[config.mk]
export PLATFORM = sky130hd
export DESIGN_NAME = serial_latch_loader_flat
export DESIGN_NICKNAME = d
export VERILOG_FILES = /design/src/rtl/serial_latch_loader_if.sv /design/src/rtl/serial_latch_loader.sv /design/src/flat_wrapper.sv
export SDC_FILE = /design/constraint.sdc
export NUM_CORES = 1
export LEC_CHECK = 0
export BUFFER_PORTS_ARGS = -buffer_cell sky130_fd_sc_hd__buf_2
export CORE_UTILIZATION = 54
export CTS_BUF_LIST = sky130_fd_sc_hd__clkbuf_16
export CTS_CLUSTER_SIZE = 12
export DETAILED_ROUTE_END_ITERATION = 10
export HOLD_SLACK_MARGIN = 0.15
export PLACE_DENSITY = 0.76
export SLEW_MARGIN = 30
export SYNTH_ARGS = -nofsm -noshare
export SYNTH_HDL_FRONTEND = slang
export SYNTH_SLANG_ARGS = --single-unit
[constraint.sdc]
create_clock -name clk -period 1.9 [get_ports clk]
set_input_delay 0.38 -clock clk [delete_from_list [all_inputs] [get_ports clk]]
set_output_delay 0.38 -clock clk [all_outputs]
set_load 0.01 [all_outputs]
[src/rtl/serial_latch_loader_if.sv]
// rtl/serial_latch_loader_if.sv - serial input / latch-bank output bundle for serial_latch_loader
//
// Signals:
//   start, sin, sin_valid           : serial source side (driven by master)
//   D, en, busy, done, parity_err   : latch bank / status side (driven by slave)
// Modports:
//   slave  : the loader itself
//   master : the serial source / environment
interface serial_latch_loader_if #(
    parameter int WIDTH = 8
);
    logic             start;
    logic             sin;
    logic             sin_valid;
    logic [WIDTH-1:0] D;
    logic             en;
    logic             busy;
    logic             done;
    logic             parity_err;

    modport slave (
        input  start, sin, sin_valid,
        output D, en, busy, done, parity_err
    );

    modport master (
        output start, sin, sin_valid,
        input  D, en, busy, done, parity_err
    );
endinterface

[src/rtl/serial_latch_loader.sv]
// rtl/serial_latch_loader.sv - deserialises a serial frame and strobes it into a D-latch bank
//
// Optional feature macro: SERIAL_LATCH_LOADER_PARITY_CHECK_EN
//   undefined : a frame is exactly WIDTH bits, parity_err tied low
//   defined   : a frame is WIDTH data bits plus one even-parity bit; a bad
//               parity bit skips the load and pulses parity_err instead
//
// Parameters:
//   WIDTH        data word width, 2..32
//   HOLD_CYCLES  cycles en is held high per load, 1..15
// Ports:
//   clk              system clock, rising edge
//   rst_n            asynchronous active-low reset
//   bus.start        begin a frame (sampled only in IDLE)
//   bus.sin          serial data, MSB first
//   bus.sin_valid    sin qualifier, shifting stalls while low
//   bus.D            registered parallel word to the latch bank
//   bus.en           latch enable strobe
//   bus.busy         high whenever not IDLE
//   bus.done         one-cycle pulse after a load
//   bus.parity_err   one-cycle pulse on a rejected frame
module serial_latch_loader #(
    parameter int WIDTH       = 8,
    parameter int HOLD_CYCLES = 1
) (
    input  logic                  clk,
    input  logic                  rst_n,
    serial_latch_loader_if.slave  bus
);

    localparam int CNT_W  = $clog2(WIDTH) + 1;
    localparam int HOLD_W = 4;

    typedef enum logic [2:0] {
        S_IDLE,
        S_SHIFT,
        S_SETUP,
        S_STROBE,
        S_RELEASE
`ifdef SERIAL_LATCH_LOADER_PARITY_CHECK_EN
        , S_ERR
`endif
    } state_t;

    state_t             state_q, state_d;
    logic [WIDTH-1:0]   shreg_q, shreg_d;
    logic [CNT_W-1:0]   bitcnt_q, bitcnt_d;
    logic [HOLD_W-1:0]  hold_q, hold_d;
    logic [WIDTH-1:0]   d_q, d_d;
    logic [WIDTH-1:0]   shifted;

    assign shifted = {shreg_q[WIDTH-2:0], bus.sin};

    always_ff @(posedge clk or negedge rst_n) begin
        if (!rst_n) begin
            state_q  <= S_IDLE;
            shreg_q  <= '0;
            bitcnt_q <= '0;
            hold_q   <= '0;
            d_q      <= '0;
        end else begin
            state_q  <= state_d;
            shreg_q  <= shreg_d;
            bitcnt_q <= bitcnt_d;
            hold_q   <= hold_d;
            d_q      <= d_d;
        end
    end

    always_comb begin
        state_d  = state_q;
        shreg_d  = shreg_q;
        bitcnt_d = bitcnt_q;
        hold_d   = hold_q;
        d_d      = d_q;
        case (state_q)
            S_IDLE: begin
                if (bus.start) begin
                    state_d  = S_SHIFT;
                    shreg_d  = '0;
                    bitcnt_d = '0;
                end
            end
            S_SHIFT: begin
                if (bus.sin_valid) begin
`ifdef SERIAL_LATCH_LOADER_PARITY_CHECK_EN
                    // After WIDTH data bits the shift register is frozen and the
                    // next valid bit is compared against the data's even parity.
                    if (bitcnt_q == CNT_W'(WIDTH)) begin
                        if ((^shreg_q) == bus.sin) begin
                            d_d     = shreg_q;
                            state_d = S_SETUP;
                        end else begin
                            state_d = S_ERR;
                        end
                    end else begin
                        shreg_d  = shifted;
                        bitcnt_d = bitcnt_q + 1'b1;
                    end
`else
                    shreg_d  = shifted;
                    bitcnt_d = bitcnt_q + 1'b1;
                    // D is loaded on the same edge as the last bit so it has a
                    // full SETUP cycle to settle before en rises.
                    if (bitcnt_q == CNT_W'(WIDTH - 1)) begin
                        d_d     = shifted;
                        state_d = S_SETUP;
                    end
`endif
                end
            end
            S_SETUP: begin
                hold_d  = '0;
                state_d = S_STROBE;
            end
            S_STROBE: begin
                if (hold_q == HOLD_W'(HOLD_CYCLES - 1)) begin
                    state_d = S_RELEASE;
                end else begin
                    hold_d = hold_q + 1'b1;
                end
            end
            S_RELEASE: begin
                state_d = S_IDLE;
            end
`ifdef SERIAL_LATCH_LOADER_PARITY_CHECK_EN
            S_ERR: begin
                state_d = S_IDLE;
            end
`endif
            default: begin
                state_d = S_IDLE;
            end
        endcase
    end

    // Status outputs decode the state register only, so they are glitch-free
    // with respect to the serial inputs.
    assign bus.D    = d_q;
    assign bus.en   = (state_q == S_STROBE);
    assign bus.busy = (state_q != S_IDLE);
    assign bus.done = (state_q == S_RELEASE);
`ifdef SERIAL_LATCH_LOADER_PARITY_CHECK_EN
    assign bus.parity_err = (state_q == S_ERR);
`else
    assign bus.parity_err = 1'b0;
`endif

endmodule

[src/flat_wrapper.sv]
// flat-port wrapper written by rule: the top's interface ports become plain ports
module serial_latch_loader_flat 
#(
    parameter int WIDTH       = 8,
    parameter int HOLD_CYCLES = 1
)
  (clk, rst_n, bus_start, bus_sin, bus_sin_valid, bus_D, bus_en, bus_busy, bus_done, bus_parity_err);
  serial_latch_loader_if #(.WIDTH(WIDTH)) bus_i ();
  input  logic clk;
  input  logic rst_n;
  input wire logic [$bits(bus_i.start)-1:0] bus_start;
  input wire logic [$bits(bus_i.sin)-1:0] bus_sin;
  input wire logic [$bits(bus_i.sin_valid)-1:0] bus_sin_valid;
  output wire logic [$bits(bus_i.D)-1:0] bus_D;
  output wire logic [$bits(bus_i.en)-1:0] bus_en;
  output wire logic [$bits(bus_i.busy)-1:0] bus_busy;
  output wire logic [$bits(bus_i.done)-1:0] bus_done;
  output wire logic [$bits(bus_i.parity_err)-1:0] bus_parity_err;
  assign bus_i.start = bus_start;
  assign bus_i.sin = bus_sin;
  assign bus_i.sin_valid = bus_sin_valid;
  assign bus_D = bus_i.D;
  assign bus_en = bus_i.en;
  assign bus_busy = bus_i.busy;
  assign bus_done = bus_i.done;
  assign bus_parity_err = bus_i.parity_err;
  serial_latch_loader #(.WIDTH(WIDTH), .HOLD_CYCLES(HOLD_CYCLES)) u_core (.clk(clk), .rst_n(rst_n), .bus(bus_i));
endmodule
==> metrics.csv, run 1 <==
stage,metric,value,unit
outcome,outcome,finished clean,
worst_setup_path,cp_max_fo,13,
min_path,worstHoldEndpoint,u_core.shreg_q[0],
place,gp_congestion,0.8071,
logic_synthesis,synth_simple_gate_area_frac,0.1502,
pwr,power,1.999,mW
logic_synthesis,synth_edf_count,0,
clock_network,cts-buffers-inserted,3,
clock_network,cts_tree,done,
detailed_routing,ant_nets,0,
worst_setup_path,path_class,reg2reg,
logic_synthesis,synth_area_leaders,"dfrtp_1, mux2_2, a22o_1",
logic_synthesis,synth_fa_ha_area_frac,0.03086,
worst_setup_path,cp-start-kind,flip-flop,
logic_synthesis,synth-seq-cells,26,
global_route,grt_max_degree,27,
logic_synthesis,synth-xor-area-share,0,
sta,fmax,0.5931,GHz
clock_network,cts.sinks,26,
logic_synthesis,yosysWarnings,0,
global_route,grt_antenna_before_repair,0,
die,die_h,49.46,um
clock_network,clk_path_buf_depth,2,
clock_network,path_clk_slew,60,ps
sta,finalCriticalPeriod,1686,ps
global_route,grt_pass1_vias,856,
logic_synthesis,synth_compound_area_frac,0.1276,
logic_synthesis,ys.flop_type,dfrtp_1,
detailed_routing,wl_per_cell,15.41,um
min_path,worstHoldStart,bus_sin,
cells_and_area,drive_gt1_frac,0.2881,
worst_setup_path,end_kind,flip-flop,
place,io_buffers,15,
pwr,ir_drop,0.9065,mV
flow_run,max_cap_violations,0,
logic_synthesis,synth_top_cell_by_area,dfrtp_1,
detailed_routing,drtIter0Drc,6,
worst_setup_path,r2r_slack,210,ps
logic_synthesis,synth.mux.area_fraction,0.09979,
min_path,hold_path.class,in2reg,
detailed_routing,firstDrtPassIters,4,
die,start_util,0.5956,
logic_synthesis,synth_area,1216,um^2
logic_synthesis,synth_fp_nets,110,
logic_synthesis,synth_top_family_by_area,simple AND/OR/NAND/NOR gates,
die,dieArea,2446,um^2
global_route,grt-ovfl-total,0,
sta,tns,0,ps
sta,slew_headroom,0.6261,
logic_synthesis,async_reset_ff_frac,1.000,
sta,final.period_utilization,0.8875,
clock_network,cts_hold_buf,1,
detailed_routing,drc,0,
cells_and_area,area_growth,16.77,%
logic_synthesis,postSynthCellCount,102,
sta,slew_violations,0,
clock_network,cts.htree.levels,1,
die,coreArea,2042,um^2
min_path,worstHoldPathCells,2,
worst_setup_path,cp.required,2030,ps
worst_setup_path,reg2reg_from,u_core.state_q[1],
clock_network,root_buffer,clkbuf_16,
detailed_routing,vias,834,
detailed_routing,drt-vias-per-instance,5.752,
clock_network,cts_resized,0,
place,placed_cell_area,1305,um^2
global_route,grtUsageTotal,0.2164,
place,hpwl,1507,um
clock_network,postCtsSetupBuffers,0,
die,die_w,49.46,um
detailed_routing,wl,2234,um
logic_synthesis,synth_top_area_frac,0.5350,
clock_network,clkLatencyLatePin,260,ps
worst_setup_path,reg2regPathDepth,3,
logic_synthesis,synth_cell_types,34,
worst_setup_path,startpoint,u_core.state_q[1],
sta,rsz0062_at_grt,false,
logic_synthesis,avgSynthCellArea,11.92,um^2
die,ios,17,
sta,hold_ws,355.6,ps
die,num_rows,16,
cells_and_area,nNetsFinal,127,
cells_and_area,diodes,0,
cells_and_area,final_area,1420,um^2
sta,finalSetupViolCount,0,
logic_synthesis,synth_seq_area_share,0.5350,
global_route,grt_pass1_wl,3905,um
worst_setup_path,critPathArrivalTime,1820,ps
worst_setup_path,timing.rr.end,u_core.bitcnt_q[2],
sta,clock-skew-final,3.158,ps
pwr,power.density,1408,nW/um^2
sta,worstMarginPinSlew,560.8,ps
sta,hold_viol_final,0,
pwr,power.leakage,0.6995,nW
## report_power, final
part | switching, mW | internal (mW)
clock | 0.192 | 0.419
combinational | 0.254 | 0.267
sequential | 0.141 | 0.726
total | 0.587 | 1.41
## layer usage
layer,share of wire,vias up,track usage,wire (um)
li1,-,399,-,-
met1,0.49,418,0.2930,1101
met2,0.46,13,0.3402,1026
met3,0.023,4,0.02778,52
met4,0.024,0,0.1143,54
met5,0,-,0,0
## kinds of logic (layout without fill, tap and decap cells)
kind of cell	Yosys count	after routing
AND/OR/NAND/NOR	27	27
flip-flops	26	26
AO/OA/AOI/OAI	20	20
buffers and inverters	14	30
multiplexers	11	11
adder cells (fa/ha/maj)	3	3
other	1	1
## placed cells by master (no fill, tap or decap), types with 2 or more instances in the layout
cell type  Yosys  final
dfrtp_1       26     26
buf_2          1     15
a22o_1         9      9
mux2_2         9      9
inv_1          7      7
o21ai_0        4      4
nor2_1         4      4
or3_1          3      3
nand3_1        3      3
nand2_1        3      3
ha_1           3      3
clkbuf_16      0      3
nand3b_1       2      2
mux2i_1        2      2
nand2b_1       2      2
nor3b_1        2      2
nor4bb_1       2      2
buf_4          1      2
## metrics by stage
stage | setup WS (ps) | util | instances
3_3_place_gp | 317.7 | 0.6391 | 140
3_5_place_dp | 248.3 | 0.6391 | 140
6_report | 213.8 | 0.6955 | 145
5_1_grt | 177.6 | 0.6955 | 145
2_1_floorplan | 365.4 | - | 102
4_1_cts | 225.0 | 0.6955 | 145
## registers in the layout, summed over array words and instances, names as in the netlist
signal,cells
u_core.bus.D,8
u_core.shreg_q,7
u_core.bitcnt_q,4
u_core.hold_q,4
u_core.state_q,3
## synth_stat cells, types with 2 or more instances
library cell / count
o21ai_0: 4
nor2_1: 4
dfrtp_1: 26
nand3b_1: 2
nand2_1: 3
a22o_1: 9
clkbuf_1: 3
mux2_2: 9
nor4bb_1: 2
inv_1: 7
nor3b_1: 2
nand2b_1: 2
or3_1: 3
nand3_1: 3
ha_1: 3
mux2i_1: 2
## layout make-up
cell class,instances,area [um^2]
clock inverter,1,30.03
timing repair buffer,18,100.1
sequential,26,650.6
multi-input combinational,62,500.5
inverter,8,30.03
clock buffer,3,75.07
fill,155,621.8
tap,27,33.78
## how the worst max path moves through the flow
stage,to,slack (ps)
after floorplan,u_core.bus.D[0],370
after global placement,u_core.bitcnt_q[3],320
after detailed placement,u_core.bitcnt_q[2],250
after CTS,u_core.bitcnt_q[2],220
after global routing,u_core.bitcnt_q[2],180
final,u_core.bitcnt_q[2],210
## worst max-delay path, cell delays in order (launching register included)
cell and delay (ps):
dfrtp_1 520, and4bb_2 380, a2111oi_0 530, o21ai_0 130
Power figures use the tool's default switching activity.
==> inputs of run 2 (changes only) <==
Settings changed: SETUP_SLACK_MARGIN from default to 0.5, SLEW_MARGIN 30 to 20.
Clock period 1.9 ns to 2.1 ns, I/O delays scaled along.
==> run 2 against run 1 <==
Effect of this change:
- sequential cell count stayed put
- utilization rose by 4.9 points
- non-clock buffer count up 9
- routed wire length grew 13%
- total power decreased by 3.2%
- count of clock-buffer cells in the layout did not move
- critical path depth fell by 1
- hold slack got worse by 210 ps
- largest cell class unchanged
- highest routed layer unchanged
==> metrics.csv, run 2 (synthesis gave the netlist of run 1 again) <==
stage,metric,value,unit
global_route,grt_pass1_vias,902,
worst_setup_path,cp.required,1680,ps
pwr,pwr-share-seq,0.401,
worst_setup_path,cp_max_fo,5,
cells_and_area,final_common_cell,dfrtp_1,
worst_setup_path,cp-start-kind,flip-flop,
die,ios,17,
outcome,outcome,finished clean,
die,coreArea,2042,um^2
cells_and_area,mostFrequentLayoutCells,"dfrtp_1, buf_2, buf_4",
cells_and_area,drive_gt1_frac,0.4016,
cells_and_area,diodes,0,
flow_run,max_cap_violations,0,
cells_and_area,area_growth,25.00,%
pwr,clockPowerShare,0.287,
sta,tns,0,ps
sta,slew_violations,0,
die,die_h,49.46,um
place,gp_congestion,0.7768,
detailed_routing,wl_per_cell,16.36,um
cells_and_area,largest_reg_flops,8,
sta,fmax,0.6169,GHz
detailed_routing,drt-vias-per-instance,5.890,
global_route,grt_antenna_before_repair,0,
pwr,power.leakage,0.7456,nW
pwr,power.density,1273,nW/um^2
die,die_w,49.46,um
cells_and_area,nNetsFinal,136,
min_path,hold_path.class,in2async,
pwr,power.switching,0.5711,mW
sta,clock-skew-final,3.215,ps
clock_network,root_buffer,clkbuf_16,
worst_setup_path,critPathArrivalTime,1200,ps
detailed_routing,drc,0,
place,io_buffers,15,
clock_network,cts_hold_buf,0,
sta,slew_headroom,0.6234,
clock_network,cts.htree.levels,1,
sta,worstMarginPinSlew,564.9,ps
detailed_routing,wl,2519,um
clock_network,clkLatencyLatePin,260,ps
worst_setup_path,end_kind,output port,
die,start_util,0.5956,
sta,rsz0062_at_grt,true,
cells_and_area,final_core_util,0.7445,
global_route,grt_max_degree,27,
detailed_routing,ant_nets,0,
place,hpwl,1533,um
die,dieArea,2446,um^2
pwr,combPwrFrac,0.312,
clock_network,cts-buffers-inserted,3,
die,num_rows,16,
global_route,grtUsageTotal,0.2293,
clock_network,cts.sinks,26,
detailed_routing,vias,907,
sta,finalCriticalPeriod,1621,ps
sta,final.period_utilization,0.7719,
global_route,grt_pass1_wl,4195,um
clock_network,clk_path_buf_depth,2,
pwr,switching_share,0.2951,
pwr,ir_drop,0.8560,mV
global_route,grt-ovfl-total,0,
clock_network,path_clk_slew,70,ps
detailed_routing,drtIter0Drc,20,
detailed_routing,firstDrtPassIters,4,
cells_and_area,fillers,140,
clock_network,cts_tree,done,
sta,finalSetupViolCount,0,
sta,hold_viol_final,0,
pwr,intPower,1.364,mW
worst_setup_path,path_class,reg2out,
pwr,power,1.935,mW
-- run 2: worst paths after layout --
path / startpoint / end / slack (ps) / cells after the start
max: u_core.state_q[0] / bus_busy / 480 / 2
min: rst_n / u_core.bitcnt_q[1] / 150 / 1
max reg2reg: u_core.bitcnt_q[1] / u_core.bus.D[7] / 480 / 5
min reg2reg: u_core.bus.D[2] / u_core.bus.D[2] / 510 / 1
max in group asynchronous: rst_n / u_core.state_q[1] / 1550 / 1
min in group clk: bus_sin / u_core.shreg_q[0] / 390 / 2
-- run 2: power groups by stage --
stage,clock network [mW],registers (mW),logic (mW)
final,0.556,0.776,0.604
after global routing,0.577,0.797,0.659
after CTS,0.557,0.773,0.545
after detailed placement,0,0.794,0.468
after global placement,0,0.788,0.450
after floorplan,0,0.769,0.360
-- run 2: per-stage QoR --
step / area [um^2] / setup slack (ps) / hold slack [ps] / cells
6_report: 1520 / 479.0 / 145.5 / 154
5_1_grt: 1520 / 420.9 / 203.2 / 154
4_1_cts: 1473 / 479.0 / 171.9 / 151
3_5_place_dp: 1290 / 306.9 / 450.3 / 138
3_3_place_gp: 1290 / 382.1 / 452.7 / 138
2_1_floorplan: 1216 / 565.4 / 124.4 / 102
-- run 2: area by class of cell --
type	instances	area [um^2]	share of cell area
inverters	8	32.53	0.02140
flip-flops and latches	26	654.4	0.4305
repair buffers	27	166.4	0.1095
multi-input cells	62	528.0	0.3473
clock buffers	3	75.07	0.04938
well taps	27	33.78	0.02222
clock inverters	1	30.03	0.01975
-- run 2: worst max-delay path, stage by stage, from the launching register on --
cell     delay (ps)
dfrtp_2         430
or3_1           370
buf_2           140
-- run 2: timing repair --
item	CTS	global route
setup buffers	9	3
cloned	0	0
pin swaps	1	1
resized for setup	6	8
setup endpoints to repair	13	15
-- run 2: per-layer routing --
metal	global-route usage	vias to the layer above	routed length (um)
li1	-	416	-
met1	0.3230	464	1232
met2	0.3653	20	1167
met3	0.02778	7	66
met4	0.08571	0	53
met5	0	-	0
